--- src/rtl/game_pkg.sv ---
// Shared board types and constants for the game-state datapath.
package game_pkg;

    localparam int unsigned TILE_W    = 12;
    localparam int unsigned GRID_N    = 4;
    localparam int unsigned WIN_VALUE = 2048;

    localparam int unsigned IDX_W = $clog2(GRID_N);
    // Must hold GRID_N*GRID_N itself, not just GRID_N*GRID_N-1.
    localparam int unsigned CNT_W = $clog2(GRID_N * GRID_N + 1);

    typedef logic [TILE_W-1:0] tile_t;
    typedef tile_t [GRID_N-1:0][GRID_N-1:0] board_t;
    typedef logic [IDX_W-1:0] idx_t;
    typedef logic [CNT_W-1:0] cnt_t;

    typedef enum logic [1:0] {IDLE, SCAN, DONE} scan_state_t;

    localparam tile_t WIN_TILE = tile_t'(WIN_VALUE);

endpackage

--- src/rtl/tile_stats_acc.sv ---
// Running empty-cell count and unsigned maximum over a stream of tiles.
module tile_stats_acc
    import game_pkg::*;
(
    input  logic              clk,
    input  logic              rst,
    input  logic              clear,
    input  logic              en,
    input  logic [TILE_W-1:0] tile,
    output logic [CNT_W-1:0]  count,
    output logic [TILE_W-1:0] max_val
);

    always_ff @(posedge clk or negedge rst) begin
        if (!rst) begin
            count   <= '0;
            max_val <= '0;
        end else if (clear) begin
            count   <= '0;
            max_val <= '0;
        end else if (en) begin
            if (tile == '0) begin
                count <= count + cnt_t'(1);
            end
            if (tile > max_val) begin
                max_val <= tile;
            end
        end
    end

endmodule

--- src/rtl/matrix_scanner.sv ---
// Snapshots the board on start and streams its tiles row-major over valid/ready,
// publishing empty count, max tile and win once the last tile is accepted.
module matrix_scanner
    import game_pkg::*;
(
    input  logic                                   clk,
    input  logic                                   rst,
    input  logic                                   start,
    input  logic [GRID_N-1:0][GRID_N-1:0][TILE_W-1:0] matrix_in,
    output logic                                   tile_valid,
    input  logic                                   tile_ready,
    output logic [TILE_W-1:0]                      tile_value,
    output logic [IDX_W-1:0]                       tile_row,
    output logic [IDX_W-1:0]                       tile_col,
    output logic                                   tile_last,
    output logic                                   busy,
    output logic                                   done,
    output logic [CNT_W-1:0]                       empty_count,
    output logic [TILE_W-1:0]                      max_tile,
    output logic                                   win
);

    scan_state_t state_q;
    board_t      snap_q;
    idx_t        row_q;
    idx_t        col_q;
    cnt_t        empty_hold_q;
    tile_t       max_hold_q;

    cnt_t  run_count;
    tile_t run_max;
    logic  acc_clear;
    logic  handshake;

    assign tile_valid = (state_q == SCAN);
    assign busy       = (state_q != IDLE);
    assign done       = (state_q == DONE);
    assign tile_row   = row_q;
    assign tile_col   = col_q;
    assign tile_value = tile_valid ? snap_q[row_q][col_q] : '0;
    assign tile_last  = tile_valid && (row_q == idx_t'(GRID_N - 1))
                                   && (col_q == idx_t'(GRID_N - 1));
    assign handshake  = tile_valid && tile_ready;
    assign acc_clear  = (state_q == IDLE) && start;

    // In DONE the accumulator already includes the last tile, so the stats are
    // shown straight from it and latched for display until the next scan ends.
    assign empty_count = done ? run_count : empty_hold_q;
    assign max_tile    = done ? run_max : max_hold_q;
    assign win         = (max_tile == WIN_TILE);

    tile_stats_acc u_stats (
        .clk     (clk),
        .rst     (rst),
        .clear   (acc_clear),
        .en      (handshake),
        .tile    (tile_value),
        .count   (run_count),
        .max_val (run_max)
    );

    always_ff @(posedge clk or negedge rst) begin
        if (!rst) begin
            state_q      <= IDLE;
            snap_q       <= '0;
            row_q        <= '0;
            col_q        <= '0;
            empty_hold_q <= '0;
            max_hold_q   <= '0;
        end else begin
            unique case (state_q)
                IDLE: begin
                    if (start) begin
                        snap_q  <= matrix_in;
                        row_q   <= '0;
                        col_q   <= '0;
                        state_q <= SCAN;
                    end
                end
                SCAN: begin
                    if (tile_ready) begin
                        if (col_q == idx_t'(GRID_N - 1)) begin
                            col_q <= '0;
                            row_q <= row_q + idx_t'(1);
                        end else begin
                            col_q <= col_q + idx_t'(1);
                        end
                        if (tile_last) begin
                            state_q <= DONE;
                        end
                    end
                end
                DONE: begin
                    empty_hold_q <= run_count;
                    max_hold_q   <= run_max;
                    state_q      <= IDLE;
                end
                default: state_q <= IDLE;
            endcase
        end
    end

endmodule

--- config.mk ---
export PLATFORM = sky130hd
export DESIGN_NAME = matrix_scanner
export DESIGN_NICKNAME = d
export VERILOG_FILES = /design/src/rtl/game_pkg.sv /design/src/rtl/tile_stats_acc.sv /design/src/rtl/matrix_scanner.sv
export SDC_FILE = /design/constraint.sdc
export NUM_CORES = 1
export LEC_CHECK = 0
export CORE_ASPECT_RATIO = 0.9
export CORE_MARGIN = 2
export CORE_UTILIZATION = 55
export DETAILED_ROUTE_END_ITERATION = 7
export PLACE_DENSITY = 0.86
export SLEW_MARGIN = 5
export SYNTH_ARGS = -nofsm -noshare
export SYNTH_HDL_FRONTEND = slang
export SYNTH_SLANG_ARGS = --single-unit
--- constraint.sdc ---
create_clock -name clk -period 7.5 [get_ports clk]
set_input_delay 0.75 -clock clk [delete_from_list [all_inputs] [get_ports clk]]
set_output_delay 0.75 -clock clk [all_outputs]
set_load 0.05 [all_outputs]
==> impl_metrics.env, run 1 <==
export IMPL_fin_area_mm2=0.0141
export IMPL_synth_area_leaders="dfrtp_1 (54%), nand2_1 (20%), mux4_2 (6.9%), mux2_2 (3.4%), mux2i_1 (3.4%)"
export IMPL_internal_power_mw=3.74
export IMPL_cp_num_cells=13
export IMPL_wl_per_cell_um=19.7
export IMPL_post_route_drc_count=0
export IMPL_clockBufferDepth=3
export IMPL_clockRootBuffer="clkbuf_16"
export IMPL_finalNetCount=1543
export IMPL_place_ws_ps=2440
export IMPL_critical_path_buf_inv_count=1
export IMPL_crit_slowest_cell="a21oi_1"
export IMPL_switching_power_mw=2.70
export IMPL_pwr_share_clk=0.193
export IMPL_min_period_over_period=0.708
export IMPL_area_growth_syn_to_layout_pct=30.2
export IMPL_dp_cells=1556
export IMPL_cp_end_kind="flop"
export IMPL_antenna_found_initial=0
export IMPL_die_area_mm2=0.0208
export IMPL_p_seq_frac=0.345
export IMPL_viasPerCell=5.72
export IMPL_synth_nets=1343
export IMPL_fin_hold_ws_ps=228
export IMPL_synthTopCellsByCount="nand2_1 (590), dfrtp_1 (232), clkbuf_1 (51)"
export IMPL_cts_buffers=24
export IMPL_rows=48
export IMPL_synthArstFlopShare=1.00
export IMPL_maxSlewViolCount=0
export IMPL_die_h_um=137
export IMPL_maxCapViolCount=0
export IMPL_dpl_hpwl_mm=22.3
export IMPL_drive_above_1_share=0.0926
export IMPL_placed_area_mm2=0.0133
export IMPL_io_pins=234
export IMPL_grt_max_degree=111
export IMPL_comb_power_share=0.462
export IMPL_die_w_um=152
export IMPL_max_slew_margin_rel=0.113
export IMPL_status="completed"
export IMPL_overflow=0
export IMPL_clock_latency_ps=520
export IMPL_crit_fanout=45
export IMPL_syn_area_per_cell_um2=9.56
export IMPL_crit_type="reg2reg"
export IMPL_synthMostInstantiatedCell="nand2_1"
export IMPL_layout_cells_non_filler=1600
export IMPL_diodes=0
export IMPL_first_global_vias=9312
export IMPL_h_tree_depth=1
export IMPL_cts_setup_buffers=0
export IMPL_power_mw=6.44
export IMPL_grt_pass1_wl_mm=49.6
export IMPL_setup_viol=0
export IMPL_fin_setup_tns_ps=0
export IMPL_ys_ff_latch=232
export IMPL_r2r_start="tile_row[0]"
export IMPL_ctsResizeCount=0
export IMPL_clkSlewWorstSetupHoldPaths_ps=60
export IMPL_yosys_most_used_dff="dfrtp_1"
export IMPL_netlist_area_mm2=0.0108
export IMPL_utilization=0.733
export IMPL_synth_edf_count=0
export IMPL_rsz0062_at_grt="false"
export IMPL_yosysUniqueCellTypes=43
export IMPL_portBuffers=233
export IMPL_cpLargestDelayFamily="compound AO/OA/AOI/OAI gates"
export IMPL_drtAntennaViolNets=0
export IMPL_hold_viol_final=0
export IMPL_yosys_area_top_type="dfrtp_1"
export IMPL_syn_inst=1132
export IMPL_setup_slack_ps=2190
export IMPL_p_sw_frac=0.420
export IMPL_crit_required_ps=7900
export IMPL_core_mm2=0.0192
export IMPL_max_freq_ghz=0.188
export IMPL_start_kind="flop"
export IMPL_final_min_clock_period_ps=5310
export IMPL_initial_core_util=0.563
export IMPL_cts_sinks=232
export IMPL_tightest_slew_ps=1330
export IMPL_drt_total_wl_mm=31.5
export IMPL_grtUsageTotal=0.306
export IMPL_powerDensity_mw_per_mm2=457
export IMPL_p_leak_nw=6.96
export IMPL_vdd_ir_drop_max_mv=0.300
export IMPL_fin_skew_ps=12.1
export IMPL_dr_pass1_iters=6
export IMPL_rrSetupSlack_ps=2190
export IMPL_max_stage_delay_ps=1050
export IMPL_cts_tree="yes"
export IMPL_yosysSeqAreaShare=0.537
export IMPL_r2r_end="u_stats.max_val[7]"
export IMPL_ys_warn_count=0
export IMPL_drt_iter0_drc=895
export IMPL_hold_path_class="in2async"
export IMPL_r2r_worst_path_cells=13
export IMPL_crit_chain="buf_4 > mux2i_1 > a221oi_1 > nor2_1 > o21ai_0 > and2_1 > ha_1 > a21o_1 > a21o_1 > a21oi_1 > o221ai_1 > a21oi_1 > mux2_2"
export IMPL_arrival_ps=5710
export IMPL_hold_buffers=0
export IMPL_gp_congestion=0.929
export IMPL_route_vias_total=9147
export IMPL_yosysTopAreaCellShare=0.537
==> how the worst max path moves through the flow <==
stage | from | end | slack [ps]
floorplan | tile_col[0] | u_stats.max_val[5] | 2400
global placement | tile_row[0] | u_stats.max_val[6] | 2580
detailed placement | tile_row[0] | u_stats.max_val[7] | 2440
CTS | tile_row[0] | u_stats.max_val[7] | 2270
global route | tile_row[0] | u_stats.max_val[2] | 1950
finish | tile_row[0] | u_stats.max_val[7] | 2190
==> cells by family after synthesis <==
logic type / Yosys count / synth area share
AND/OR/NAND/NOR: 636 / 0.231
flip-flops: 232 / 0.537
multiplexers: 104 / 0.140
buffers and inverters: 83 / 0.0325
AO/OA/AOI/OAI: 62 / 0.0426
adder cells (fa/ha/maj): 15 / 0.0173
==> sequential cells by signal, summed over array words and instances (netlist names) <==
register and flops:
state_q 2, max_hold_q 12, tile_col 2, tile_row 2, snap_q 192, u_stats.count 5
u_stats.max_val 12, empty_hold_q 5
==> layout make-up <==
| cell class | instances | area [um^2] |
|---|---|---|
| tap | 250 | 313 |
| fill | 1315 | 5130 |
| clock inverter | 11 | 135 |
| multi-input combinational | 817 | 4670 |
| inverter | 15 | 56.3 |
| clock buffer | 33 | 696 |
| timing repair buffer | 242 | 2400 |
| sequential | 232 | 5810 |
==> power by group through the flow <==
stage | sequential [mW] | combinational, mW | clock, mW
2_1_floorplan | 2.02 | 2.11 | 0
3_3_place_gp | 2.18 | 2.77 | 0
3_5_place_dp | 2.21 | 2.88 | 0
4_1_cts | 2.20 | 2.94 | 1.25
5_1_grt | 2.27 | 3.20 | 1.30
6_report | 2.22 | 2.97 | 1.24
==> cells in the final DEF, fill, tap and decap left out, drive strengths merged, types with 2 or more instances in the layout <==
cell type,synthesis,layout
a211oi,2,2
a21o,5,5
a21oi,10,10
a221oi,15,15
a22o,3,3
a22oi,7,7
a31oi,3,3
a41o,2,2
and2,4,4
and3,3,3
buf,17,10
bufinv,0,3
clkbuf,51,33
clkdlybuf4s50,0,232
clkinv,0,6
clkinvlp,0,2
dfrtp,232,232
ha,15,15
inv,15,15
mux2,33,33
mux2i,37,37
mux4,34,34
nand2,590,590
nand2b,3,3
nand3,4,4
nand4,5,5
nor2,14,14
nor2b,5,5
nor4,4,4
o21ai,4,4
o21bai,6,6
==> routing by layer <==
metal  vias up  wire (um)  GRT usage  share of wire
li1       4108          -          -              -
met1      4475      12600      0.407           0.40
met2       483      14700      0.492           0.47
met3        81       3000     0.0807          0.095
met4         0       1160      0.110          0.037
met5         -          0          0              0
Power figures use the tool's default switching activity.
==> run 2: changes to the inputs <==
Settings changed: CORE_UTILIZATION 55 to 46, PLACE_DENSITY 0.86 to 0.76.
Clock period 7.5 ns to 4.54 ns, I/O delays scaled along.
==> impl_metrics.env, run 2 (synthesis results as in run 1) <==
export IMPL_status="completed"
export IMPL_rrSetupSlack_ps=330
export IMPL_io_pins=234
export IMPL_ff_latch_area_mm2=0.00581
export IMPL_critical_path_buf_inv_count=1
export IMPL_setup_slack_ps=330
export IMPL_crit_fanout=16
export IMPL_ctsResizeCount=0
export IMPL_start_kind="flop"
export IMPL_fin_area_mm2=0.0142
export IMPL_fin_skew_ps=16.1
export IMPL_utilization=0.610
export IMPL_dr_pass1_iters=8
export IMPL_gp_congestion=0.897
export IMPL_clock_latency_ps=520
export IMPL_clkSlewWorstSetupHoldPaths_ps=60
export IMPL_place_ws_ps=421
export IMPL_overflow=0
export IMPL_powerDensity_mw_per_mm2=730
export IMPL_largest_reg_flops=192
export IMPL_diodes=0
export IMPL_finalNetCount=1549
export IMPL_area_growth_syn_to_layout_pct=30.9
export IMPL_post_route_drc_count=0
export IMPL_final_min_clock_period_ps=4210
export IMPL_rsz0062_at_grt="false"
export IMPL_max_slew_margin_rel=0.260
export IMPL_drive_above_1_share=0.103
export IMPL_hold_buffers=0
export IMPL_fin_setup_tns_ps=0
export IMPL_core_mm2=0.0232
export IMPL_cts_buffers=23
export IMPL_maxCapViolCount=0
export IMPL_maxSlewViolCount=0
export IMPL_min_period_over_period=0.927
export IMPL_max_freq_ghz=0.238
export IMPL_final_common_cell="nand2_1"
export IMPL_h_tree_depth=1
export IMPL_crit_required_ps=4930
export IMPL_fin_hold_ws_ps=60.5
export IMPL_most_common_layout_cells="nand2_1 (589), dfrtp_1 (230), clkdlybuf4s50_1 (225)"
export IMPL_wl_per_cell_um=18.0
export IMPL_die_area_mm2=0.0248
export IMPL_hold_viol_final=0
export IMPL_layout_cells_non_filler=1657
export IMPL_initial_core_util=0.466
export IMPL_crit_chain="nor2b_1 > a221oi_1 > a22oi_1 > o21ai_0 > and2_2 > ha_1 > a21o_1 > a21o_1 > a21oi_1 > o221ai_1 > a21oi_1 > buf_4 > mux2_2"
export IMPL_drtAntennaViolNets=0
export IMPL_placed_area_mm2=0.0135
export IMPL_crit_type="reg2reg"
export IMPL_hold_path_class="in2async"
export IMPL_max_stage_delay_ps=870
export IMPL_drt_total_wl_mm=29.9
export IMPL_grtUsageTotal=0.244
export IMPL_cpLargestDelayFamily="compound AO/OA/AOI/OAI gates"
export IMPL_multiInputGateArea_mm2=0.00470
export IMPL_cts_sinks=232
export IMPL_top_regs="snap_q x192, max_hold_q x12, u_stats.max_val x12"
export IMPL_arrival_ps=4600
export IMPL_cp_end_kind="flop"
export IMPL_clockRootBuffer="clkbuf_16"
export IMPL_route_vias_total=8841
export IMPL_p_leak_nw=6.97
export IMPL_rows=53
export IMPL_power_mw=10.3
export IMPL_die_h_um=149
export IMPL_dpl_hpwl_mm=21.9
export IMPL_grt_max_degree=143
export IMPL_dp_cells=1615
export IMPL_tightest_slew_ps=1110
export IMPL_vdd_ir_drop_max_mv=0.708
export IMPL_cts_setup_buffers=0
export IMPL_grt_pass1_wl_mm=47.6
export IMPL_cts_tree="yes"
export IMPL_crit_slowest_cell="nor2b_1"
export IMPL_portBuffers=233
export IMPL_drt_iter0_drc=883
export IMPL_largest_register="snap_q"
export IMPL_viasPerCell=5.34
export IMPL_die_w_um=166
export IMPL_first_global_vias=8866
export IMPL_nFillCells=1907
export IMPL_antenna_found_initial=0
export IMPL_clockBufferDepth=3
export IMPL_setup_viol=0
==> run 2: cell types whose count changed in the layout (fill, tap and decap cells not counted), sizes merged <==
cell / change
bufinv: -3
clkdlybuf4s50: -7
clkinv: -2
clkinvlp: -2
buf: +14
clkbuf: +4
inv: +1
==> run 2: layer usage <==
layer,up-vias,wire [um],track usage
li1,4117,-,-
met1,4317,13300,0.348
met2,342,13700,0.384
met3,65,1830,0.0391
met4,0,1010,0.0822
met5,-,0,0
==> run 2: area by class of cell <==
type,count,share of cell area
Clock buffer,37,0.0472
Clock inverter,5,0.00203
Timing Repair Buffer,249,0.178
Sequential cell,232,0.410
Inverter,15,0.00398
Tap cell,302,0.0267
Multi-Input combinational cell,817,0.332
==> run 2: worst paths after layout <==
path	from	to	cells past startpoint
min reg2reg	snap_q[77]	snap_q[77]	2
max reg2reg	tile_row[1]	u_stats.max_val[9]	13
min	rst	snap_q[71]	1
max	tile_row[1]	u_stats.max_val[9]	13
max in group asynchronous	rst	snap_q[93]	2
min in group clk	matrix_in[139]	snap_q[139]	3
==> run 2: report_power, final <==
group          leakage (nW)  switching (mW)  internal, mW  total [mW]
Clock                 0.344           0.779          1.01        1.79
Combinational          3.68            2.90          2.10        5.00
Sequential             2.94           0.606          2.95        3.55
Total                  6.97            4.29          6.05        10.3
==> run 2: worst reg2reg max path: cells and delay by family (launching register included) <==
family                   cells  cell delay, ps
AO/OA/AOI/OAI                8            1590
AND/OR/NAND/NOR              2            1190
flip-flops                   1             380
multiplexers                 1             350
adder cells (fa/ha/maj)      1             320
buffers and inverters        1             260
==> run 3: changes to the inputs <==
Settings changed: CORE_ASPECT_RATIO 0.9 to 0.5.
==> impl_metrics.env, run 3 (synthesis results as in run 1) <==
export IMPL_status="completed"
export IMPL_grtUsageTotal=0.256
export IMPL_post_route_drc_count=0
export IMPL_p_sw_frac=0.424
export IMPL_clkSlewWorstSetupHoldPaths_ps=70
export IMPL_crit_fanout=35
export IMPL_core_mm2=0.0229
export IMPL_placed_area_mm2=0.0135
export IMPL_viasPerCell=5.29
export IMPL_hold_buffers=0
export IMPL_internal_power_mw=6.02
export IMPL_cpLargestDelayFamily="compound AO/OA/AOI/OAI gates"
export IMPL_final_min_clock_period_ps=4210
export IMPL_overflow=0
export IMPL_cp_end_kind="flop"
export IMPL_max_slew_margin_rel=0.329
export IMPL_clock_latency_ps=530
export IMPL_crit_slowest_cell="dfrtp_4"
export IMPL_cts_buffers=21
export IMPL_rows=39
export IMPL_fin_area_mm2=0.0141
export IMPL_dr_pass1_iters=5
export IMPL_grt_pass1_wl_mm=49.4
export IMPL_gp_congestion=0.877
export IMPL_drive_above_1_share=0.107
export IMPL_r2r_start="tile_row[0]"
export IMPL_first_global_vias=9063
export IMPL_max_freq_ghz=0.237
export IMPL_final_common_cell="nand2_1"
export IMPL_comb_power_share=0.489
export IMPL_rrSetupSlack_ps=330
export IMPL_cp_num_cells=13
export IMPL_grt_max_degree=138
export IMPL_top_regs="snap_q x192, max_hold_q x12, u_stats.max_val x12"
export IMPL_crit_required_ps=4930
export IMPL_die_area_mm2=0.0248
export IMPL_drtAntennaViolNets=0
export IMPL_die_w_um=221
export IMPL_ctsResizeCount=0
export IMPL_crit_path_start="tile_row[0]"
export IMPL_setup_slack_ps=325
export IMPL_start_kind="flop"
export IMPL_route_vias_total=8793
export IMPL_fin_skew_ps=26.6
export IMPL_r2r_worst_path_cells=13
export IMPL_cts_tree="yes"
export IMPL_arrival_ps=4600
export IMPL_cts_sinks=232
export IMPL_portBuffers=233
export IMPL_crit_chain="mux2i_1 > a221oi_1 > nor2_1 > o21ai_0 > and2_2 > ha_1 > a21o_1 > a21o_1 > a21oi_1 > o221ai_1 > a21oi_1 > buf_4 > mux2_2"
export IMPL_drt_iter0_drc=776
export IMPL_die_h_um=112
export IMPL_clockRootBuffer="clkbuf_16"
export IMPL_min_period_over_period=0.928
export IMPL_finalNetCount=1550
export IMPL_h_tree_depth=1
export IMPL_maxSlewViolCount=0
export IMPL_rsz0062_at_grt="false"
export IMPL_max_stage_delay_ps=830
export IMPL_powerDensity_mw_per_mm2=739
export IMPL_place_ws_ps=477
export IMPL_tightest_slew_ps=1010
export IMPL_fin_setup_tns_ps=0
export IMPL_p_seq_frac=0.345
export IMPL_cp_endpoint="u_stats.max_val[5]"
export IMPL_cts_setup_buffers=0
export IMPL_most_common_layout_cells="nand2_1 (589), dfrtp_1 (230), clkdlybuf4s50_1 (224)"
export IMPL_maxCapViolCount=0
export IMPL_clockBufferDepth=3
export IMPL_switching_power_mw=4.43
export IMPL_crit_type="reg2reg"
export IMPL_critical_path_buf_inv_count=1
export IMPL_antenna_found_initial=1
export IMPL_r2r_end="u_stats.max_val[5]"
export IMPL_hold_viol_final=0
export IMPL_wl_per_cell_um=18.9
export IMPL_largest_reg_flops=192
export IMPL_pwr_share_clk=0.166
export IMPL_p_leak_nw=6.96
export IMPL_dpl_hpwl_mm=23.5
export IMPL_largest_register="snap_q"
export IMPL_io_pins=234
export IMPL_area_growth_syn_to_layout_pct=30.8
export IMPL_drt_total_wl_mm=31.4
export IMPL_setup_viol=0
export IMPL_vdd_ir_drop_max_mv=0.399
export IMPL_hold_path_class="in2async"
export IMPL_initial_core_util=0.472
## run 3: cell types whose count changed in the layout (fill, tap and decap cells not counted), moves of 2 or more
cell,delta
buf_4,+5
clkbuf_1,-6
clkbuf_16,-2
clkbuf_8,+2
clkinvlp_4,+3
## run 3: area by class of cell
class / count / area [um^2]
repair buffers: 252 / 2520
inverters: 15 / 56.3
well taps: 307 / 384
fillers: 1894 / 8790
diodes: 1 / 2.50
clock inverters: 7 / 46.3
flip-flops and latches: 232 / 5810
clock buffers: 31 / 623
multi-input cells: 817 / 4700
## run 3: how the worst min path moves through the flow
| stage | endpoint | slack (ps) | cells past startpoint |
|---|---|---|---|
| after floorplan | empty_hold_q[0] | 160 | 0 |
| after global placement | snap_q[138] | 450 | 2 |
| final | snap_q[49] | 50 | 1 |
| after global routing | snap_q[96] | 140 | 1 |
| after detailed placement | snap_q[142] | 460 | 2 |
| after CTS | snap_q[149] | 100 | 1 |
## run 3: metrics by stage
step | util | power (mW) | instances | hold slack (ps)
after floorplan | - | 6.87 | 1132 | 158
after global placement | 0.587 | 8.52 | 1623 | 454
after detailed placement | 0.587 | 8.66 | 1623 | 460
after CTS | 0.617 | 10.4 | 1661 | 102
after global routing | 0.617 | 11.1 | 1661 | 139
final | 0.617 | 10.5 | 1662 | 47.2
## run 3: routing by layer
metal / up-vias / routed length [um] / share of wire / track usage
met4: 0 / 678 / 0.022 / 0.0640
met2: 269 / 14400 / 0.46 / 0.404
li1: 4114 / - / - / -
met3: 48 / 2060 / 0.066 / 0.0555
met5: - / 0 / 0 / 0
met1: 4362 / 14300 / 0.46 / 0.366
## run 3: power by group through the flow
stage / logic (mW) / registers (mW) / clock network, mW
after global placement: 4.92 / 3.61 / 0
final: 5.11 / 3.61 / 1.74
after floorplan: 3.53 / 3.34 / 0
after CTS: 5.08 / 3.59 / 1.77
after global routing: 5.55 / 3.70 / 1.85
after detailed placement: 5.04 / 3.62 / 0
